==> src/rtl/bbpll_lock_detector.sv <==
// ============================================================================
// Module      : bbpll_lock_detector
// Description : Lock detector for a bang-bang PLL. Declares lock after two
//               consecutive windows of phase decisions with no over-long run.
// Revision    : 1.0 - initial release
// ============================================================================
`default_nettype none

module bbpll_lock_detector #(
    parameter int NUM_LOCK_WINDOW_BITS = 7,
    parameter int NUM_RUN_COUNTER_BITS = 4
) (
    input  logic       referenceClock,
    input  logic       reset,
    input  logic       enable,
    input  logic       pdValid,
    input  logic       pdEarly,
    input  logic [2:0] lockThreshold,
    output logic       locked,
    output logic       lockLost,
    output logic [1:0] cleanWindows
);

    localparam logic [1:0] c_IDLE    = 2'd0;
    localparam logic [1:0] c_ACQUIRE = 2'd1;
    localparam logic [1:0] c_LOCKED  = 2'd2;

    localparam int c_CMP_W = (NUM_RUN_COUNTER_BITS > 4) ? NUM_RUN_COUNTER_BITS : 4;

    localparam logic [NUM_RUN_COUNTER_BITS-1:0] c_RUN_SAT  = '1;
    localparam logic [NUM_LOCK_WINDOW_BITS-1:0] c_WIN_LAST = '1;

    logic [1:0]                      r_state;
    logic [NUM_LOCK_WINDOW_BITS-1:0] r_windowCount;
    logic [NUM_RUN_COUNTER_BITS-1:0] r_runCount;
    logic                            r_lastDecision;
    logic                            r_violation;
    logic [3:0]                      r_maxRun;
    logic [1:0]                      r_cleanWindows;
    logic                            r_locked;
    logic                            r_lockLost;

    logic                            w_windowStart;
    logic                            w_windowEnd;
    logic [3:0]                      w_maxRun;
    logic [NUM_RUN_COUNTER_BITS-1:0] w_nextRun;
    logic                            w_violationNow;
    logic                            w_dirty;

    // The limit for the first sample of a window is taken straight from the
    // input so that sample is judged against the newly latched threshold.
    assign w_windowStart  = (r_windowCount == '0);
    assign w_windowEnd    = (r_windowCount == c_WIN_LAST);
    assign w_maxRun       = w_windowStart ? ({1'b0, lockThreshold} + 4'd1) : r_maxRun;
    assign w_nextRun      = (pdEarly != r_lastDecision) ? NUM_RUN_COUNTER_BITS'(1) :
                            (r_runCount == c_RUN_SAT)   ? r_runCount :
                                                          r_runCount + NUM_RUN_COUNTER_BITS'(1);
    assign w_violationNow = (c_CMP_W'(w_nextRun) > c_CMP_W'(w_maxRun));
    assign w_dirty        = r_violation | w_violationNow;

    always_ff @(posedge referenceClock or posedge reset) begin
        if (reset) begin
            r_state        <= c_IDLE;
            r_windowCount  <= '0;
            r_runCount     <= '0;
            r_lastDecision <= 1'b0;
            r_violation    <= 1'b0;
            r_maxRun       <= 4'd0;
            r_cleanWindows <= 2'd0;
            r_locked       <= 1'b0;
            r_lockLost     <= 1'b0;
        end else begin
            r_lockLost <= 1'b0;
            if (!enable) begin
                r_state        <= c_IDLE;
                r_windowCount  <= '0;
                r_runCount     <= '0;
                r_lastDecision <= 1'b0;
                r_violation    <= 1'b0;
                r_cleanWindows <= 2'd0;
                r_locked       <= 1'b0;
            end else begin
                case (r_state)
                    c_IDLE: begin
                        r_state        <= c_ACQUIRE;
                        r_windowCount  <= '0;
                        r_runCount     <= '0;
                        r_lastDecision <= 1'b0;
                        r_violation    <= 1'b0;
                        r_cleanWindows <= 2'd0;
                        r_locked       <= 1'b0;
                    end
                    c_ACQUIRE, c_LOCKED: begin
                        if (pdValid) begin
                            r_runCount     <= w_nextRun;
                            r_lastDecision <= pdEarly;
                            r_windowCount  <= r_windowCount + NUM_LOCK_WINDOW_BITS'(1);
                            if (w_windowStart) begin
                                r_maxRun <= w_maxRun;
                            end
                            if (w_windowEnd) begin
                                r_violation <= 1'b0;
                                if (w_dirty) begin
                                    r_cleanWindows <= 2'd0;
                                    if (r_state == c_LOCKED) begin
                                        r_state    <= c_ACQUIRE;
                                        r_locked   <= 1'b0;
                                        r_lockLost <= 1'b1;
                                    end
                                end else if (r_state == c_ACQUIRE) begin
                                    if (r_cleanWindows != 2'd0) begin
                                        r_cleanWindows <= 2'd2;
                                        r_state        <= c_LOCKED;
                                        r_locked       <= 1'b1;
                                    end else begin
                                        r_cleanWindows <= 2'd1;
                                    end
                                end
                            end else if (w_violationNow) begin
                                r_violation <= 1'b1;
                            end
                        end
                    end
                    default: begin
                        r_state  <= c_IDLE;
                        r_locked <= 1'b0;
                    end
                endcase
            end
        end
    end

    assign locked       = r_locked;
    assign lockLost     = r_lockLost;
    assign cleanWindows = r_cleanWindows;

endmodule

`default_nettype wire

==> config.mk <==
export PLATFORM = sky130hd
export DESIGN_NAME = bbpll_lock_detector
export DESIGN_NICKNAME = d
export VERILOG_FILES = /design/src/rtl/bbpll_lock_detector.sv
export SDC_FILE = /design/constraint.sdc
export NUM_CORES = 1
export LEC_CHECK = 0
export CORE_MARGIN = 2
export CORE_UTILIZATION = 60
export DETAILED_ROUTE_END_ITERATION = 16
export PLACE_DENSITY = 0.82
export SETUP_SLACK_MARGIN = 0.02
export SLEW_MARGIN = 40
export SYNTH_ARGS = -nofsm -noshare
export SYNTH_HDL_FRONTEND = slang
export SYNTH_SLANG_ARGS = --single-unit
==> constraint.sdc <==
create_clock -name referenceClock -period 4.41 [get_ports referenceClock]
set_input_delay 0.441 -clock referenceClock [delete_from_list [all_inputs] [get_ports referenceClock]]
set_output_delay 0.441 -clock referenceClock [all_outputs]
set_load 0.01 [all_outputs]
; ---- Yosys cells after proc, flatten, opt, wreduce, memory -nomap -nowiden
; Cells that the tools add are included.
[totals]
ram_bits = 0
rom_bits = 0
output_inout_bits = 4
in_bits = 8
mem_count = 0
latchBits = 0
register_bits = 23
[classes]
addsub = 3
n_bitwise = 1
mux = 46
div = 0
n_eq_ne = 12
reduce_logical = 9
multipliers = 0
magnitude_cmp = 1
shift = 0
[op_table]
columns = cell, n
row1 = two-way mux 2 bit, 13
row2 = two-way mux 1 bit, 20
row3 = two-way mux 4 bit, 5
row4 = "!= test 4 bit, second input constant", 4
row5 = two-way mux 7 bit, 2
row6 = case mux 7 bit (2 select lines), 1
row7 = case mux 2 bit (2 select lines), 2
row8 = case mux 4 bit (2 select lines), 1
row9 = AND reduction 4 bit, 2
row10 = "adder 7 x 1 -> 7 bit, second input constant", 1
row11 = "== test 7 bit, second input constant", 1
row12 = logical NOT 7 bit, 1
row13 = "!= test 3 bit, second input constant", 2
row14 = AND reduction 5 bit, 1
row15 = "adder 3 x 1 -> 4 bit, second input constant", 1
row16 = "adder 4 x 1 -> 4 bit, second input constant", 1
row17 = "== test 4 bit, second input constant", 1
row18 = > comparator 4 bit, 1
row19 = case mux 1 bit (2 select lines), 2
row20 = "!= test 3 x 1 -> 1 bit, second input constant", 1
row21 = AND reduction 3 bit, 1
row22 = "== test 2 x 1 -> 1 bit, second input constant", 1
row23 = "== test 2 bit, second input constant", 1
row24 = logical NOT 2 bit, 1
row25 = other kinds (5), 5

; ---- Depth between registers and ports, before layout
[logic_depth]
depth_word = 10
depth_mapped = 12

; ---- Least setup slack after synthesis
; No wires, ideal clock.
[synth_timing]
path_kind = flip-flop to flip-flop
start = register r_windowCount[0]
end = register r_state[1]
t_required_ns = 4.328
setup_slack_ns = 1.683
arrival_ns = 2.645
synth_period_minus_slack_ns = 2.727
n_path_buf = 0
stages_incl_launch_ff = 13
cell_sequence = dfrtp_1 -> inv_1 -> ha_1 -> nor4b_1 -> nand2_1 -> nor2_1 -> a21oi_1 -> ha_1 -> and2_1 -> and4_1 -> a31oi_4 -> mux2_2 -> o22ai_2
[synth_via]
elab_chain_len = 9
[synth_rtl]
columns = item, line
row1 = start: declaration, 34  ; logic [NUM_LOCK_WINDOW_BITS-1:0] r_windowCount;
row2 = start signal: assignment, 97  ; r_windowCount <= r_windowCount + NUM_LOCK_WINDOW_BITS'(1);
row3 = logical NOT 7 bit, 52  ; assign w_windowStart = (r_windowCount == '0);
row4 = two-way mux 4 bit, 54  ; assign w_maxRun = w_windowStart ? ({1'b0, lockThreshold} + 4'd1) : r_maxRun;
row5 = > comparator 4 bit, 58  ; assign w_violationNow = (c_CMP_W'(w_nextRun) > c_CMP_W'(w_maxRun));
row6 = OR 1 bit, 59  ; assign w_dirty = r_violation | w_violationNow;
row7 = two-way mux 2 bit, 103  ; if (w_dirty) begin
row8 = two-way mux 2 bit, 101  ; if (w_windowEnd) begin
row9 = two-way mux 2 bit, 94  ; if (pdValid) begin
row10 = case mux 2 bit (2 select lines), 83  ; case (r_state)
row11 = two-way mux 2 bit, 74  ; if (!enable) begin
row12 = end signal: assignment, 75  ; r_state <= c_IDLE;
row13 = end signal: assignment, 85  ; r_state <= c_ACQUIRE;
row14 = end signal: assignment, 106  ; r_state <= c_ACQUIRE;
row15 = end: declaration, 33  ; logic [1:0] r_state;
; Several ways; a longest one is shown, not always the timed one. The select of a mux whose other input is x is not followed.
; A chain may end at the register's enable or synchronous reset.

; ---- Final worst setup path
; Ends and elaborated chain as after synthesis.

==> impl_metrics.csv <==
group,metric,value,unit
status,status,"finished, final reports clean",
worst_setup_path,cp-start-kind,"register",
sta,hold_slack,0.4470,ns
worst_setup_path,regToRegStartpoint,"r_windowCount[0]",
routing,ant_nets,0,
worst_setup_path,endpoint,"r_state[1]",
floorplanning,die_h,54.03,um
clock_network,clock_latency,0.31,ns
clock_network,clkSinkCount,22,
clock_network,post_cts_resized,0,
final_layout,syn_to_final_growth,11.50,%
worst_setup_path,reg2reg_slack,1.33,ns
placed_design,dpl-instance-area,1622,um2
synth,yosysWarnings,0,
final_layout,final_cell_area,1674,um2
placed_design,gp_congestion,0.8723,
placed_design,dp_cells,198,
clock_network,cts_tree,"built",
routing,drc_errors,0,
placed_design,dp_hpwl,2433,um
floorplanning,die_x,54.03,um
sta,slew-limit-headroom,0.6770,
global_route,grt_start_max_net_pins,23,
floorplanning,die-area,2919,um2
sta,final.period_utilization,0.6976,
worst_setup_path,endpoint_kind,"register",
clock_network,cts.reportedPaths.clkPinSlew,0.13,ns
routing,vias_per_cell,6.213,
worst_setup_path,reg2reg_depth,12,
synth,ys_seq_area_frac,0.3667,
sta,fin_crit,3.077,ns
pwr,cellPowerDensity,420.4,nW/um2
floorplanning,placementRows,18,
sta,hold_viol,0,
hold_path,worst_hold_path_type,"input port to asynchronous set/reset pin",
pwr,p_leak,0.7502,nW
pwr,vdd_drop_max,0.2973,mV
worst_setup_path,setup.worst_path.start,"r_windowCount[0]",
sta,worstMarginPinSlew,0.4838,ns
synth,syn_area,1501,um2
synth,synth_edf_count,0,
sta,fin_skew,0.004262,ns
sta,setup_violations,0,
pwr,total_power,0.7038,mW
global_route,grt.total_usage,0.2730,
clock_network,hold_buffers,0,
synth,synth_cell_types,41,
sta,slew_viol_final,0,
clock_network,numCtsBuffers,3,
synth,netlist_instances,163,
clock_network,clk_path_buf_depth,2,
clock_network,cts_max_level,1,
final_layout,antenna_cells,0,
clock_network,cts-root-buf,"clkbuf_4",
routing,drt_iter0_drc,34,
run,drv_cap,0,
sta,fmax,325.0,MHz
floorplanning,start_util,0.6173,
final_layout,layout-drive-gt1-share,0.08721,
synth,syn_area_per_cell,9.211,um2
worst_setup_path,crit_fanout,9,
global_route,grt.overflow.total,0,
worst_setup_path,critPathArrivalTime,3.32,ns
global_route,grt_pass1_wl,5713,um
global_route,first_global_vias,1314,
sta,rsz0062_at_grt,"false",
floorplanning,core_area,2432,um2
synth,ys_ff_latch,22,
routing,vias,1255,
placed_design,port_buffers,11,
routing,drtPass1Iterations,4,
worst_setup_path,required,4.65,ns
clock_network,postCtsSetupRepairBufs,0,
global_route,grt_antenna_before_repair,0,
final_layout,layout.cells.non_filler,202,
worst_setup_path,critPathKind,"register to register",
synth,synth-main-ff-cell,"dfrtp_1",
floorplanning,ios,12,
routing,postRouteWirelength,3255,um
worst_setup_path,r2r-end,"r_state[1]",
synth,synthArstFlopShare,1.000,
final_layout,fin_nets,193,
routing,wl_per_cell,16.11,um
sta,finalSetupTns,0,ns
synth,syn_nets,183,
-- where the power goes --
part,switching [mW],internal [mW],leakage (nW)
logic,0.171,0.116,0.425
registers,0.0260,0.234,0.297
clock network,0.0662,0.0919,0.0279
-- worst max-delay path, cell delays in order (launching register included) --
cell	delay [ns]
dfrtp_1	0.46
inv_1	0.08
ha_1	0.13
nor4b_1	0.33
nand2_1	0.23
nor2_1	0.15
a21oi_1	0.05
ha_1	0.31
and2_1	0.17
and4_1	0.23
a31oi_4	0.32
mux2_2	0.39
o22ai_2	0.14
-- how the worst min path moves through the flow --
stage | endpoint | slack [ns] | cells past startpoint
global route | cleanWindows[0] | 0.48 | 2
floorplan | cleanWindows[0] | 0.43 | 1
detailed placement | r_violation | 0.49 | 2
CTS | r_maxRun[0] | 0.46 | 2
global placement | r_violation | 0.48 | 2
finish | r_maxRun[0] | 0.45 | 2
-- cells by family (layout without fill, tap and decap cells) --
group | count (synthesis) | in the layout | share of synthesized area
adders and majority gates | 12 | 12 | 0.1000
AOI/OAI and AO/OA | 42 | 42 | 0.1950
and+or+nand+nor | 57 | 57 | 0.2150
DFF | 22 | 22 | 0.3667
xor gates and xnor gates | 4 | 4 | 0.02334
buffers and inverters | 19 | 28 | 0.05084
muxes | 7 | 7 | 0.04917
-- Yosys cell counts (all sizes together) (2+ instances only) --
| master | number | area share |
|---|---|---|
| o21ai | 15 | 0.050 |
| clkbuf | 2 | 0.0050 |
| mux2 | 3 | 0.022 |
| a21oi | 7 | 0.023 |
| and2 | 2 | 0.0083 |
| inv | 13 | 0.033 |
| xor2 | 3 | 0.018 |
| nor3 | 3 | 0.010 |
| a22o | 7 | 0.041 |
| dfrtp | 22 | 0.37 |
| and4 | 2 | 0.013 |
| nand2 | 15 | 0.037 |
| buf | 4 | 0.013 |
| ha | 12 | 0.10 |
| and3 | 5 | 0.021 |
| nor2 | 10 | 0.025 |
| nand4 | 4 | 0.027 |
| mux2i | 4 | 0.027 |
| nor2b | 2 | 0.0083 |
| nand3 | 7 | 0.023 |
| a211oi | 3 | 0.018 |
| a31oi | 4 | 0.027 |
-- routing by layer --
metal | track usage | vias up | part of all wire
met4 | 0.1375 | 0 | 0.015
met5 | 0 | - | 0
met2 | 0.4756 | 27 | 0.52
met1 | 0.3253 | 610 | 0.43
met3 | 0.03889 | 6 | 0.032
li1 | - | 612 | -
-- stage by stage --
step / setup slack, ns / util
2_1_floorplan: 1.683 / -
3_3_place_gp: 1.434 / 0.6667
3_5_place_dp: 1.355 / 0.6667
4_1_cts: 1.353 / 0.6883
5_1_grt: 1.086 / 0.6883
6_report: 1.333 / 0.6883
-- state kept, by name (all words and copies together) (netlist names) --
name	count
r_state	2
cleanWindows	2
lockLost	1
r_runCount	4
r_windowCount	7
r_maxRun	4
r_violation	1
r_lastDecision	1
-- cells in the final DEF, fill, tap and decap left out, drive strengths merged, types with 2 or more instances in the layout --
master	count
mux2	3
inv	13
nand4	4
a21oi	7
and3	5
dfrtp	22
ha	12
and4	2
nand2	15
nor2b	2
nor3	3
mux2i	4
clkdlybuf4s50	11
clkbuf	3
xor2	3
a22o	7
and2	2
nand3	7
nor2	10
o21ai	15
a211oi	3
a31oi	4
-- cell type report --
class                           instances  area (um2)
Timing Repair Buffer                   11       110.1
Sequential cell                        22       550.5
Inverter                               13       48.80
Fill cell                             193       758.2
Clock inverter                          1       30.03
Tap cell                               30       37.54
Clock buffer                            3       22.52
Multi-Input combinational cell        122       874.6
No activity file was read; power rests on OpenSTA's default activity.
